--- src/rtl/mult_issue_unit.sv ---
// -----------------------------------------------------------------------------
// mult_issue_unit
//
// Execute-stage front end for the Dadda multiplier. Accepts an M-extension
// multiply request from EX, launches one multiplier operation, stalls EX while
// that operation is in flight, captures the result on the multiplier's ready
// pulse and hands it to writeback. A one-entry result cache answers an exact
// repeat (same op and operands) of the last completed operation without
// relaunching the multiplier.
//
// Ports
//   clk, rst_n              clock, asynchronous active-low reset
//   req_valid/req_ready     EX request handshake
//   req_op/rs1/rs2/rd       multiply kind (mul/mulh/mulhsu/mulhu), operands, dest tag
//   flush                   squash in-flight or pending result
//   mult_start              one-cycle launch pulse to the multiplier
//   mult_op/rs1/rs2         operation and operands held from launch to completion
//   mult_rdy/mult_result    multiplier completion pulse and result
//   rsp_valid/rsp_ready     writeback handshake
//   rsp_data/rsp_rd         result and its destination tag
//   ex_stall                EX must hold
//   err_timeout             one-cycle pulse when the multiplier never answered
// -----------------------------------------------------------------------------
module mult_issue_unit #(
    parameter int XLEN        = 32,
    parameter int TIMEOUT_CYC = 15
) (
    input  logic            clk,
    input  logic            rst_n,
    input  logic            req_valid,
    output logic            req_ready,
    input  logic [1:0]      req_op,
    input  logic [XLEN-1:0] req_rs1,
    input  logic [XLEN-1:0] req_rs2,
    input  logic [4:0]      req_rd,
    input  logic            flush,
    output logic            mult_start,
    output logic [2:0]      mult_op,
    output logic [XLEN-1:0] mult_rs1,
    output logic [XLEN-1:0] mult_rs2,
    input  logic            mult_rdy,
    input  logic [XLEN-1:0] mult_result,
    output logic            rsp_valid,
    input  logic            rsp_ready,
    output logic [XLEN-1:0] rsp_data,
    output logic [4:0]      rsp_rd,
    output logic            ex_stall,
    output logic            err_timeout
);

    localparam int CW = $clog2(TIMEOUT_CYC + 1);
    localparam logic [CW-1:0] CNT_LAST = CW'(TIMEOUT_CYC - 1);

    typedef enum logic [1:0] {
        S_IDLE   = 2'd0,
        S_LAUNCH = 2'd1,
        S_WAIT   = 2'd2,
        S_RESP   = 2'd3
    } state_t;

    state_t          state_q;
    logic [1:0]      op_q;
    logic [XLEN-1:0] rs1_q;
    logic [XLEN-1:0] rs2_q;
    logic [4:0]      rd_q;
    logic            dead_q;
    logic [CW-1:0]   wait_cnt_q;
    logic            mult_start_q;
    logic            rsp_valid_q;
    logic [XLEN-1:0] rsp_data_q;
    logic [4:0]      rsp_rd_q;
    logic            err_timeout_q;
    logic            cache_v_q;
    logic [1:0]      cache_op_q;
    logic [XLEN-1:0] cache_rs1_q;
    logic [XLEN-1:0] cache_rs2_q;
    logic [XLEN-1:0] cache_data_q;

    // Exact match of a request against the single cached operation.
    function automatic logic cache_hit(
        input logic            v,
        input logic [1:0]      c_op,
        input logic [XLEN-1:0] c_rs1,
        input logic [XLEN-1:0] c_rs2,
        input logic [1:0]      r_op,
        input logic [XLEN-1:0] r_rs1,
        input logic [XLEN-1:0] r_rs2
    );
        return v && (c_op == r_op) && (c_rs1 == r_rs1) && (c_rs2 == r_rs2);
    endfunction

    // Issue FSM: request capture, launch, completion/timeout, response and result cache.
    always_ff @(posedge clk or negedge rst_n) begin
        if (!rst_n) begin
            state_q       <= S_IDLE;
            op_q          <= 2'b00;
            rs1_q         <= '0;
            rs2_q         <= '0;
            rd_q          <= 5'd0;
            dead_q        <= 1'b0;
            wait_cnt_q    <= '0;
            mult_start_q  <= 1'b0;
            rsp_valid_q   <= 1'b0;
            rsp_data_q    <= '0;
            rsp_rd_q      <= 5'd0;
            err_timeout_q <= 1'b0;
            cache_v_q     <= 1'b0;
            cache_op_q    <= 2'b00;
            cache_rs1_q   <= '0;
            cache_rs2_q   <= '0;
            cache_data_q  <= '0;
        end else begin
            // Pulses default low; the state arms below raise them for one cycle.
            mult_start_q  <= 1'b0;
            err_timeout_q <= 1'b0;
            case (state_q)
                S_IDLE: begin
                    if (req_valid && !flush) begin
                        op_q   <= req_op;
                        rs1_q  <= req_rs1;
                        rs2_q  <= req_rs2;
                        rd_q   <= req_rd;
                        dead_q <= 1'b0;
                        if (cache_hit(cache_v_q, cache_op_q, cache_rs1_q, cache_rs2_q,
                                      req_op, req_rs1, req_rs2)) begin
                            rsp_data_q  <= cache_data_q;
                            rsp_rd_q    <= req_rd;
                            rsp_valid_q <= 1'b1;
                            state_q     <= S_RESP;
                        end else begin
                            mult_start_q <= 1'b1;
                            state_q      <= S_LAUNCH;
                        end
                    end else begin
                        state_q <= S_IDLE;
                    end
                end
                S_LAUNCH: begin
                    // The multiplier cannot abort, so a flush here only kills the result.
                    wait_cnt_q <= '0;
                    state_q    <= S_WAIT;
                    if (flush) begin
                        dead_q <= 1'b1;
                    end else begin
                        dead_q <= dead_q;
                    end
                end
                S_WAIT: begin
                    if (mult_rdy) begin
                        // A completed result always refreshes the cache, even when squashed.
                        cache_v_q    <= 1'b1;
                        cache_op_q   <= op_q;
                        cache_rs1_q  <= rs1_q;
                        cache_rs2_q  <= rs2_q;
                        cache_data_q <= mult_result;
                        if (dead_q || flush) begin
                            state_q <= S_IDLE;
                        end else begin
                            rsp_data_q  <= mult_result;
                            rsp_rd_q    <= rd_q;
                            rsp_valid_q <= 1'b1;
                            state_q     <= S_RESP;
                        end
                    end else if (wait_cnt_q == CNT_LAST) begin
                        // Abandon the operation; a late answer must not be trusted.
                        err_timeout_q <= 1'b1;
                        cache_v_q     <= 1'b0;
                        state_q       <= S_IDLE;
                    end else begin
                        wait_cnt_q <= wait_cnt_q + CW'(1);
                        if (flush) begin
                            dead_q <= 1'b1;
                        end else begin
                            dead_q <= dead_q;
                        end
                    end
                end
                S_RESP: begin
                    // Flush wins over a same-cycle rsp_ready: the result counts as undelivered.
                    if (flush || rsp_ready) begin
                        rsp_valid_q <= 1'b0;
                        state_q     <= S_IDLE;
                    end else begin
                        state_q <= S_RESP;
                    end
                end
                default: begin
                    rsp_valid_q <= 1'b0;
                    state_q     <= S_IDLE;
                end
            endcase
        end
    end

    // Handshake-dependent outputs must react within the cycle; rst_n forces them low.
    assign req_ready = rst_n && (state_q == S_IDLE) && !flush;
    assign ex_stall  = rst_n && ((state_q == S_LAUNCH) ||
                                 (state_q == S_WAIT) ||
                                 ((state_q == S_RESP) && !rsp_ready) ||
                                 ((state_q == S_IDLE) && req_valid && !flush));

    assign mult_start  = mult_start_q;
    assign mult_op     = {1'b0, op_q};
    assign mult_rs1    = rs1_q;
    assign mult_rs2    = rs2_q;
    assign rsp_valid   = rsp_valid_q;
    assign rsp_data    = rsp_data_q;
    assign rsp_rd      = rsp_rd_q;
    assign err_timeout = err_timeout_q;

endmodule

--- config.mk ---
export PLATFORM = sky130hd
export DESIGN_NAME = mult_issue_unit
export DESIGN_NICKNAME = d
export VERILOG_FILES = /design/src/rtl/mult_issue_unit.sv
export SDC_FILE = /design/constraint.sdc
export NUM_CORES = 1
export LEC_CHECK = 0
export ABC_AREA = 1
export BUFFER_PORTS_ARGS = -buffer_cell sky130_fd_sc_hd__buf_2
export CORE_ASPECT_RATIO = 2
export CORE_UTILIZATION = 54
export CTS_CLUSTER_DIAMETER = 80
export DETAILED_ROUTE_END_ITERATION = 8
export PLACE_DENSITY = 0.76
export SLEW_MARGIN = 10
export SYNTH_ARGS = -nofsm -noshare
export SYNTH_HDL_FRONTEND = slang
export SYNTH_SLANG_ARGS = --single-unit
export TNS_END_PERCENT = 50
--- constraint.sdc ---
create_clock -name clk -period 2.6 [get_ports clk]
set_input_delay 0.52 -clock clk [delete_from_list [all_inputs] [get_ports clk]]
set_output_delay 0.52 -clock clk [all_outputs]
set_load 0.02 [all_outputs]
==> tab_implementation.tex, run 1 <==
\begin{tabular}{lr}
\hline
Metric & Value \\
\hline
\multicolumn{2}{l}{\textbf{Run status}} \\
Outcome & finished, violations left \\
Violated checks & design-rule violations \\
\multicolumn{2}{l}{\textbf{Floorplan}} \\
Top-level port count & approximately 220 \\
Starting density of the core & 55.55\% \\
Die footprint & 18960 um2 \\
Die boundary height & around 190 um \\
Std-Cell Core Area & roughly 18000 um2 \\
Horizontal extent of the die & 97.88 um \\
FP Rows & 69 \\
\multicolumn{2}{l}{\textbf{CTS}} \\
Clock latency at the later pin of the worst-skew pair & 0.49 ns \\
Setup Buffers After CTS & 0 \\
Cell at the root of the clock tree & clkbuf\_16 \\
Clk buf depth & 3 \\
TritonCTS clock tree & built \\
Number of buffers created by CTS & 20 \\
CTS H-tree lvls & 1 \\
Clock transition time at the flip-flop clock pins of the worst setup and hold paths & 0.07 ns \\
Count of clock tree sinks & $\sim$220 \\
\multicolumn{2}{l}{\textbf{STA}} \\
Final worst path period share & 95.29\% \\
Headroom to the max-slew limit & 54.70\% \\
Max Clk Rate & 0.4036 GHz \\
Post-layout min period & 2.477 ns \\
RSZ-0062 raised after global routing & no \\
Clock skew after layout & between 0.01 and 0.015 ns \\
Number of pins exceeding their max-slew limit in the final report & 0 \\
Endpoints failing setup & 0 \\
Setup tns final & 0 ns \\
Worst hold slack across all endpoints & 0.2667 ns \\
Transition time of the tightest slew-check pin & 0.6795 ns \\
Endpoints failing hold & 0 \\
\multicolumn{2}{l}{\textbf{Synth}} \\
Top-area cell type share of the netlist area & 54.70\% \\
Dominant synthesized flop cell & dfrtp\_1 \\
Async SR Flop Fraction & 100.0\% \\
Post-synthesis net count & 1337 \\
Mapped cell area & 9927 um2 \\
Dominant cells by area after synthesis & dfrtp\_1 55\%, nand2\_1 16\%, o21ai\_0 6.9\% \\
Leading area contributor after synthesis & dfrtp\_1 \\
Synthesis warning total & 0 \\
Avg Cell Area, Syn & around 8.1 um2 \\
Post-synth EDFFs & 0 \\
Flop and latch count out of synthesis & 217 \\
Synthesized netlist cell count & about 1.2k \\
Netlist cell types & 28 \\
Proportion of synthesized chip area in sequential cells & between 50\% and 60\% \\
\multicolumn{2}{l}{\textbf{Drt}} \\
Via-to-Cell Ratio & between 5 and 6 \\
TritonRoute pass-1 iters & 9 \\
Number of routed nets with antenna violations & 0 \\
Detailed Route Iter0 Violations & 345 \\
Sum of routed wire length over all layers & 23.85 mm \\
Number of vias in the routed layout & approximately 8.5k \\
Drt wl/cell & between 10 and 15 um \\
DRC violations left & 14 \\
\multicolumn{2}{l}{\textbf{Job}} \\
Max-cap violations & 0 \\
\multicolumn{2}{l}{\textbf{GRT}} \\
Wire length of the first global-routing pass & approximately 40 mm \\
All-Layer GR Usage & around 26\% \\
Number of antenna violations at the first check in global routing & 3 \\
Via count of the first global-routing pass & between 8k and 9k \\
Largest net degree at the start of global routing & 128 \\
Total congestion overflow after global routing & 0 \\
\multicolumn{2}{l}{\textbf{Critical path}} \\
Category of the worst setup path capture point & output pin \\
Critical Path Start Type & flop \\
Maximum fanout along the worst path & 5 \\
Data arrival, critical path & 1.96 ns \\
Crit path kind & flop to output pin \\
Required arrival time at the worst endpoint & 2.08 ns \\
\multicolumn{2}{l}{\textbf{Cells and area}} \\
Most common cell after layout, fill and taps aside & nand2\_1 \\
Synth-to-Final Area Change & 19.83\% \\
Fillers & approximately 1.5k \\
Fraction of layout cells with a size suffix above 1 & 21.60\% \\
Finished layout cell area & 11900 um2 \\
Final layout net count & 1539 \\
Commonest non-fill, non-tap cells in the layout & 411 x nand2\_1, 217 x dfrtp\_1, 215 x buf\_2, 139 x inv\_1, 136 x o21ai\_0 \\
\multicolumn{2}{l}{\textbf{Hold path}} \\
Class of the most critical hold timing path & input port to flop \\
\multicolumn{2}{l}{\textbf{Pwr}} \\
Worst IR drop on VDD & 0.0008355 V \\
Total power density per cell area & 1215 nW/um2 \\
Total leakage power & 6.668 nW \\
\multicolumn{2}{l}{\textbf{Placement}} \\
Cell Area, Placed & 11220 um2 \\
Final RePlAce weighted congestion & a little over 0.8 \\
\# port buffers & 216 \\
Post-DP HPWL & 17.06 mm \\
\hline
\end{tabular}
-- state kept, by name (all words and copies together), names as in the netlist, 2 cells and up --
| name | flops |
|---|---|
| rsp_rd | 5 |
| wait_cnt_q | 4 |
| mult_rs1 | 32 |
| state_q | 2 |
| cache_rs1_q | 32 |
| rsp_data | 32 |
| mult_rs2 | 32 |
| cache_op_q | 2 |
| op_q | 2 |
| cache_data_q | 32 |
| cache_rs2_q | 32 |
| rd_q | 5 |
-- stage by stage --
step,instances,setup WS [ns],power [mW],utilization [%]
finish,1651,0.1226,14.45,66.56
detailed placement,1613,0.1497,11.55,62.77
global placement,1613,0.1975,11.33,62.77
CTS,1648,0.00009037,14.55,66.44
global route,1651,0.01381,15.54,66.56
floorplan,1221,0.2962,9.669,-
-- worst max-delay path: stages, from the launching register on --
cell	delay [ns]
dfrtp_1	0.42
inv_2	0.11
ha_4	0.18
inv_1	0.12
nor2_2	0.19
clkinv_2	0.12
a21oi_2	0.14
buf_2	0.18
-- cell usage after synthesis, types with 11 or more instances --
cell type / n
o21ai_0: 136
nand2_1: 412
xnor2_1: 16
nor2_1: 86
inv_1: 142
nand3_1: 47
inv_2: 11
a21oi_1: 45
clkbuf_1: 24
dfrtp_1: 217
buf_2: 20
mux2_2: 20
-- area by class of cell --
type | count | area [um2] | share of cell area [%]
Multi-Input combinational cell | 796 | 3674 | 30.88
Timing Repair Buffer | 235 | 1299 | 10.92
Inverter | 153 | 575.6 | 4.839
Tap cell | 213 | 266.5 | 2.240
Clock buffer | 27 | 558.0 | 4.691
Clock inverter | 7 | 85.08 | 0.7153
Sequential cell | 217 | 5430 | 45.65
Antenna cell | 3 | 7.507 | 0.06311
-- path summary, 6_finish.rpt --
| kind | from | endpoint | slack (ns) | depth (start not counted) |
|---|---|---|---|---|
| min in group asynchronous | rst_n | mult_rs2[25] | 0.45 | 2 |
| max in group asynchronous | rst_n | mult_rs1[14] | 1.24 | 3 |
| setup / recovery | state_q[0] | ex_stall | 0.12 | 7 |
| hold reg to reg | rsp_data[15] | rsp_data[15] | 0.47 | 2 |
| setup reg to reg | state_q[0] | rsp_data[0] | 0.42 | 8 |
| hold / removal | req_rs2[12] | mult_rs2[12] | 0.27 | 3 |
-- kinds of logic after synthesis --
kind of cell	synth area share (%)
AOI/OAI and AO/OA	9.377
xor gates and xnor gates	1.412
adders and majority gates	0.8822
buffers and inverters	8.609
DFF	54.70
muxes	2.269
other	0.03778
and+or+nand+nor	22.71
-- routing by layer --
layer	routed length (um)	GRT usage [%]	vias to the layer above
li1	-	-	4174
met1	9059	30.07	4006
met2	12910	48.10	227
met3	1205	3.569	44
met4	681	9.484	0
met5	0	0	-
-- power breakdown --
group | internal [mW] | switching (mW)
Sequential | 4.93 | 0.970
Clock | 1.70 | 1.25
Combinational | 2.00 | 3.59
Total | 8.64 | 5.81
-- timing repair --
| item | 4_1_cts | 5_1_grt |
|---|---|---|
| endpoints found under the setup margin | 1 | 1 |
| endpoints found under the hold margin | 15 | 0 |
| gates cloned | 0 | 0 |
| hold buffers | 1 | 0 |
| gates resized for setup | 1 | 4 |
(Power assumes the default switching activity.)
==> run 2, diff against run 1 <==
SETUP_SLACK_MARGIN = 0.3   (was unset)
clock period = 3 ns   (was 2.6 ns; I/O delays follow)
==> run 2 against run 1 <==
The run still ends with design-rule violations left; non-clock buffer count is 2 lower; register-to-register slack gained 0.40 ns; clock power fell by 11%; critical path depth stayed put; hold slack better by 0.072 ns; combinational power fell by 14%; critical path type unchanged; highest routed layer unchanged.
==> tab_implementation.tex, run 2 (same netlist as run 1, synthesis figures left out) <==
\begin{tabular}{lr}
\hline
Metric & Value \\
\hline
\multicolumn{2}{l}{\textbf{Critical path}} \\
Crit path kind & flop to output pin \\
Setup slack, reg-to-reg & 0.82 ns (+0.40 ns) \\
Category of the worst setup path capture point & output pin \\
Most repeated library cell on the critical path & inv\_1 \\
Delay of the slowest cell on the worst path & 0.41 ns (about the same) \\
Data arrival, critical path & 1.90 ns (-0.06 ns) \\
Reg2reg path depth & 8 (unchanged) \\
Destination of the worst register-to-register timing path & rsp\_data[5] \\
R2r startpoint & state\_q[0] \\
CP max stage cell & dfrtp\_1 \\
Required arrival time at the worst endpoint & 2.40 ns (+0.32 ns) \\
Maximum fanout along the worst path & 5 (unchanged) \\
Critical Path Start Type & flop \\
CP cell instances & inv\_1 > ha\_4 > inv\_1 > nor2\_2 > clkinv\_2 > a21oi\_1 > buf\_2 \\
\multicolumn{2}{l}{\textbf{Pwr}} \\
Sequential share of power & 40.8\% (about the same) \\
Total leakage power & 6.667 nW (about the same) \\
Internal power & 7.523 mW (-13\%) \\
P\_sw & 5.001 mW (-14\%) \\
Power after layout & 12.52 mW (-13\%) \\
Combinational share of power & 38.3\% (-0.4 points) \\
Total power density per cell area & 1053 nW/um2 (-13\%) \\
Proportion of total power due to net switching & 39.93\% (-0.30 points) \\
Part of the power in the clock network & 21.0\% (+0.5 points) \\
Worst IR drop on VDD & 0.0006769 V (-19\%) \\
\multicolumn{2}{l}{\textbf{Hold path}} \\
Terminating pin of the worst hold path & mult\_rs1[26] \\
Class of the most critical hold timing path & input port to flop \\
Hold\_sp & req\_rs1[26] \\
Worst hold path depth & 3 (unchanged) \\
\multicolumn{2}{l}{\textbf{Drt}} \\
Sum of routed wire length over all layers & 23.32 mm (-2.2\%) \\
DRC violations left & 14 (unchanged) \\
TritonRoute pass-1 iters & 8 (-1) \\
Number of routed nets with antenna violations & 0 (unchanged) \\
Via-to-Cell Ratio & 5.046 (-1.4\%) \\
Drt wl/cell & 14.12 um (-2.2\%) \\
Detailed Route Iter0 Violations & 236 (-32\%) \\
Number of vias in the routed layout & 8331 (-1.4\%) \\
\multicolumn{2}{l}{\textbf{Placement}} \\
\# port buffers & 216 (unchanged) \\
Final RePlAce weighted congestion & 0.8469 (+2.8\%) \\
Post-DP HPWL & 16.80 mm (-1.5\%) \\
\# placed instances & 1611 (-0.12\%) \\
Pre-CTS setup slack & 0.5731 ns (+0.4235 ns) \\
\multicolumn{2}{l}{\textbf{STA}} \\
Worst hold slack across all endpoints & 0.3392 ns (+0.07249 ns) \\
Endpoints failing hold & 0 (unchanged) \\
Final worst path period share & a little over four fifths \\
Headroom to the max-slew limit & 51.05\% (-3.7 points) \\
RSZ-0062 raised after global routing & no \\
Post-layout min period & 2.503 ns \\
Max Clk Rate & 0.3996 GHz \\
Setup tns final & 0 ns (unchanged) \\
PnR worst setup slack & 0.4972 ns (+0.3746 ns) \\
Transition time of the tightest slew-check pin & 0.7343 ns (+0.05477 ns) \\
Number of pins exceeding their max-slew limit in the final report & 0 (unchanged) \\
Endpoints failing setup & 0 (unchanged) \\
Clock skew after layout & 0.006711 ns (-0.006824 ns) \\
\multicolumn{2}{l}{\textbf{GRT}} \\
Wire length of the first global-routing pass & 38.98 mm (-2.5\%) \\
Largest net degree at the start of global routing & 129 (+0.78\%) \\
Via count of the first global-routing pass & 8379 (-2.8\%) \\
All-Layer GR Usage & 25.28\% (-0.72 points) \\
Number of antenna violations at the first check in global routing & 4 (+1) \\
Total congestion overflow after global routing & 0 (unchanged) \\
\multicolumn{2}{l}{\textbf{Cells and area}} \\
Most common cell after layout, fill and taps aside & nand2\_1 \\
Final layout net count & 1537 (-0.13\%) \\
Synth-to-Final Area Change & 19.79\% (about the same) \\
Fillers & 1566 (+1.6\%) \\
Fraction of layout cells with a size suffix above 1 & 21.55\% (-0.055 points) \\
Commonest non-fill, non-tap cells in the layout & 411 x nand2\_1, 217 x dfrtp\_1, 215 x buf\_2, 141 x inv\_1, 136 x o21ai\_0 \\
Count of non-filler cells in the finished layout & 1651 (unchanged) \\
\multicolumn{2}{l}{\textbf{Run status}} \\
Outcome & finished, violations left \\
Violated checks & design-rule violations \\
\multicolumn{2}{l}{\textbf{Floorplan}} \\
Top-level port count & 218 (unchanged) \\
Die footprint & 18960 um2 (unchanged) \\
Starting density of the core & 55.55\% (unchanged) \\
Die boundary height & 193.7 um (unchanged) \\
FP Rows & 69 (unchanged) \\
Horizontal extent of the die & 97.88 um (unchanged) \\
Std-Cell Core Area & 17870 um2 (unchanged) \\
\multicolumn{2}{l}{\textbf{CTS}} \\
Number of buffers created by CTS & 20 (unchanged) \\
Clk buf depth & 3 (unchanged) \\
TritonCTS clock tree & built \\
Count of clock tree sinks & 217 (unchanged) \\
Cell at the root of the clock tree & clkbuf\_16 \\
Clock transition time at the flip-flop clock pins of the worst setup and hold paths & 0.07 ns (about the same) \\
CTS H-tree lvls & 1 (unchanged) \\
Clock latency at the later pin of the worst-skew pair & 0.49 ns (about the same) \\
\multicolumn{2}{l}{\textbf{Job}} \\
Max-cap violations & 0 (unchanged) \\
\hline
\end{tabular}
-- run 2: cell types whose count changed in the layout (fill, tap and decap cells not counted) --
| cell | delta |
|---|---|
| clkbuf_1 | -3 |
| clkbuf_8 | +3 |
| buf_12 | -2 |
| inv_1 | +2 |
| inv_2 | -2 |
| a21oi_1 | +1 |
| a21oi_2 | -1 |
| clkinvlp_4 | +1 |
| diode_2 | +1 |
-- run 2: final cells by class --
class | instances | area [um2] | share of cell area, %
Timing Repair Buffer | 233 | 1259 | 10.59
Sequential cell | 217 | 5430 | 45.67
Clock inverter | 8 | 92.59 | 0.7786
Inverter | 153 | 575.6 | 4.840
Clock buffer | 27 | 588.1 | 4.945
Antenna cell | 4 | 10.01 | 0.08418
Multi-Input combinational cell | 796 | 3670 | 30.86
Tap cell | 213 | 266.5 | 2.241
-- run 2: routing by layer --
layer / vias to the layer above / global-route usage, % / part of all wire, %
met2: 234 / 46.90 / 54
li1: 4178 / - / -
met1: 3855 / 28.18 / 37
met3: 64 / 3.569 / 5.4
met5: - / 0 / 0
met4: 0 / 11.22 / 4.4
-- run 2: through the flow --
stage | instance area (um2) | utilization [%]
after floorplan | 9927 | -
after global placement | 11180 | 62.55
after detailed placement | 11180 | 62.55
after CTS | 11870 | 66.41
after global routing | 11890 | 66.54
final | 11890 | 66.54
-- run 2: power groups by stage --
stage	Sequential, mW	Combinational (mW)	Clock [mW]
after floorplan	5.79	2.59	0
after global placement	5.09	4.69	0
after detailed placement	5.14	4.82	0
after CTS	5.11	4.84	2.70
after global routing	5.27	5.43	2.79
final	5.10	4.79	2.63
-- run 2: worst max-delay path by stage --
stage / end / from / depth (start not counted) / slack (ns)
finish: ex_stall / state_q[0] / 7 / 0.50
global route: req_ready / rst_n / 5 / 0.34
CTS: ex_stall / state_q[0] / 7 / 0.34
detailed placement: rsp_data[1] / req_op[0] / 11 / 0.57
global placement: rsp_data[1] / req_op[0] / 11 / 0.61
floorplan: ex_stall / state_q[0] / 8 / 0.62
-- run 2: critical path: cells and delay by family (launching register included) --
| kind | cells | cell delay, ns |
|---|---|---|
| adder cells (fa/ha/maj) | 1 | 0.19 |
| buffers and inverters | 4 | 0.53 |
| AO/OA/AOI/OAI | 1 | 0.13 |
| AND/OR/NAND/NOR | 1 | 0.16 |
| flip-flops | 1 | 0.41 |
-- run 2: what timing repair did --
item,4_1_cts,5_1_grt
endpoints found under the hold margin,30,0
buffers inserted,0,0
hold buffers,1,0
resized for setup,0,2
setup endpoints to repair,0,1
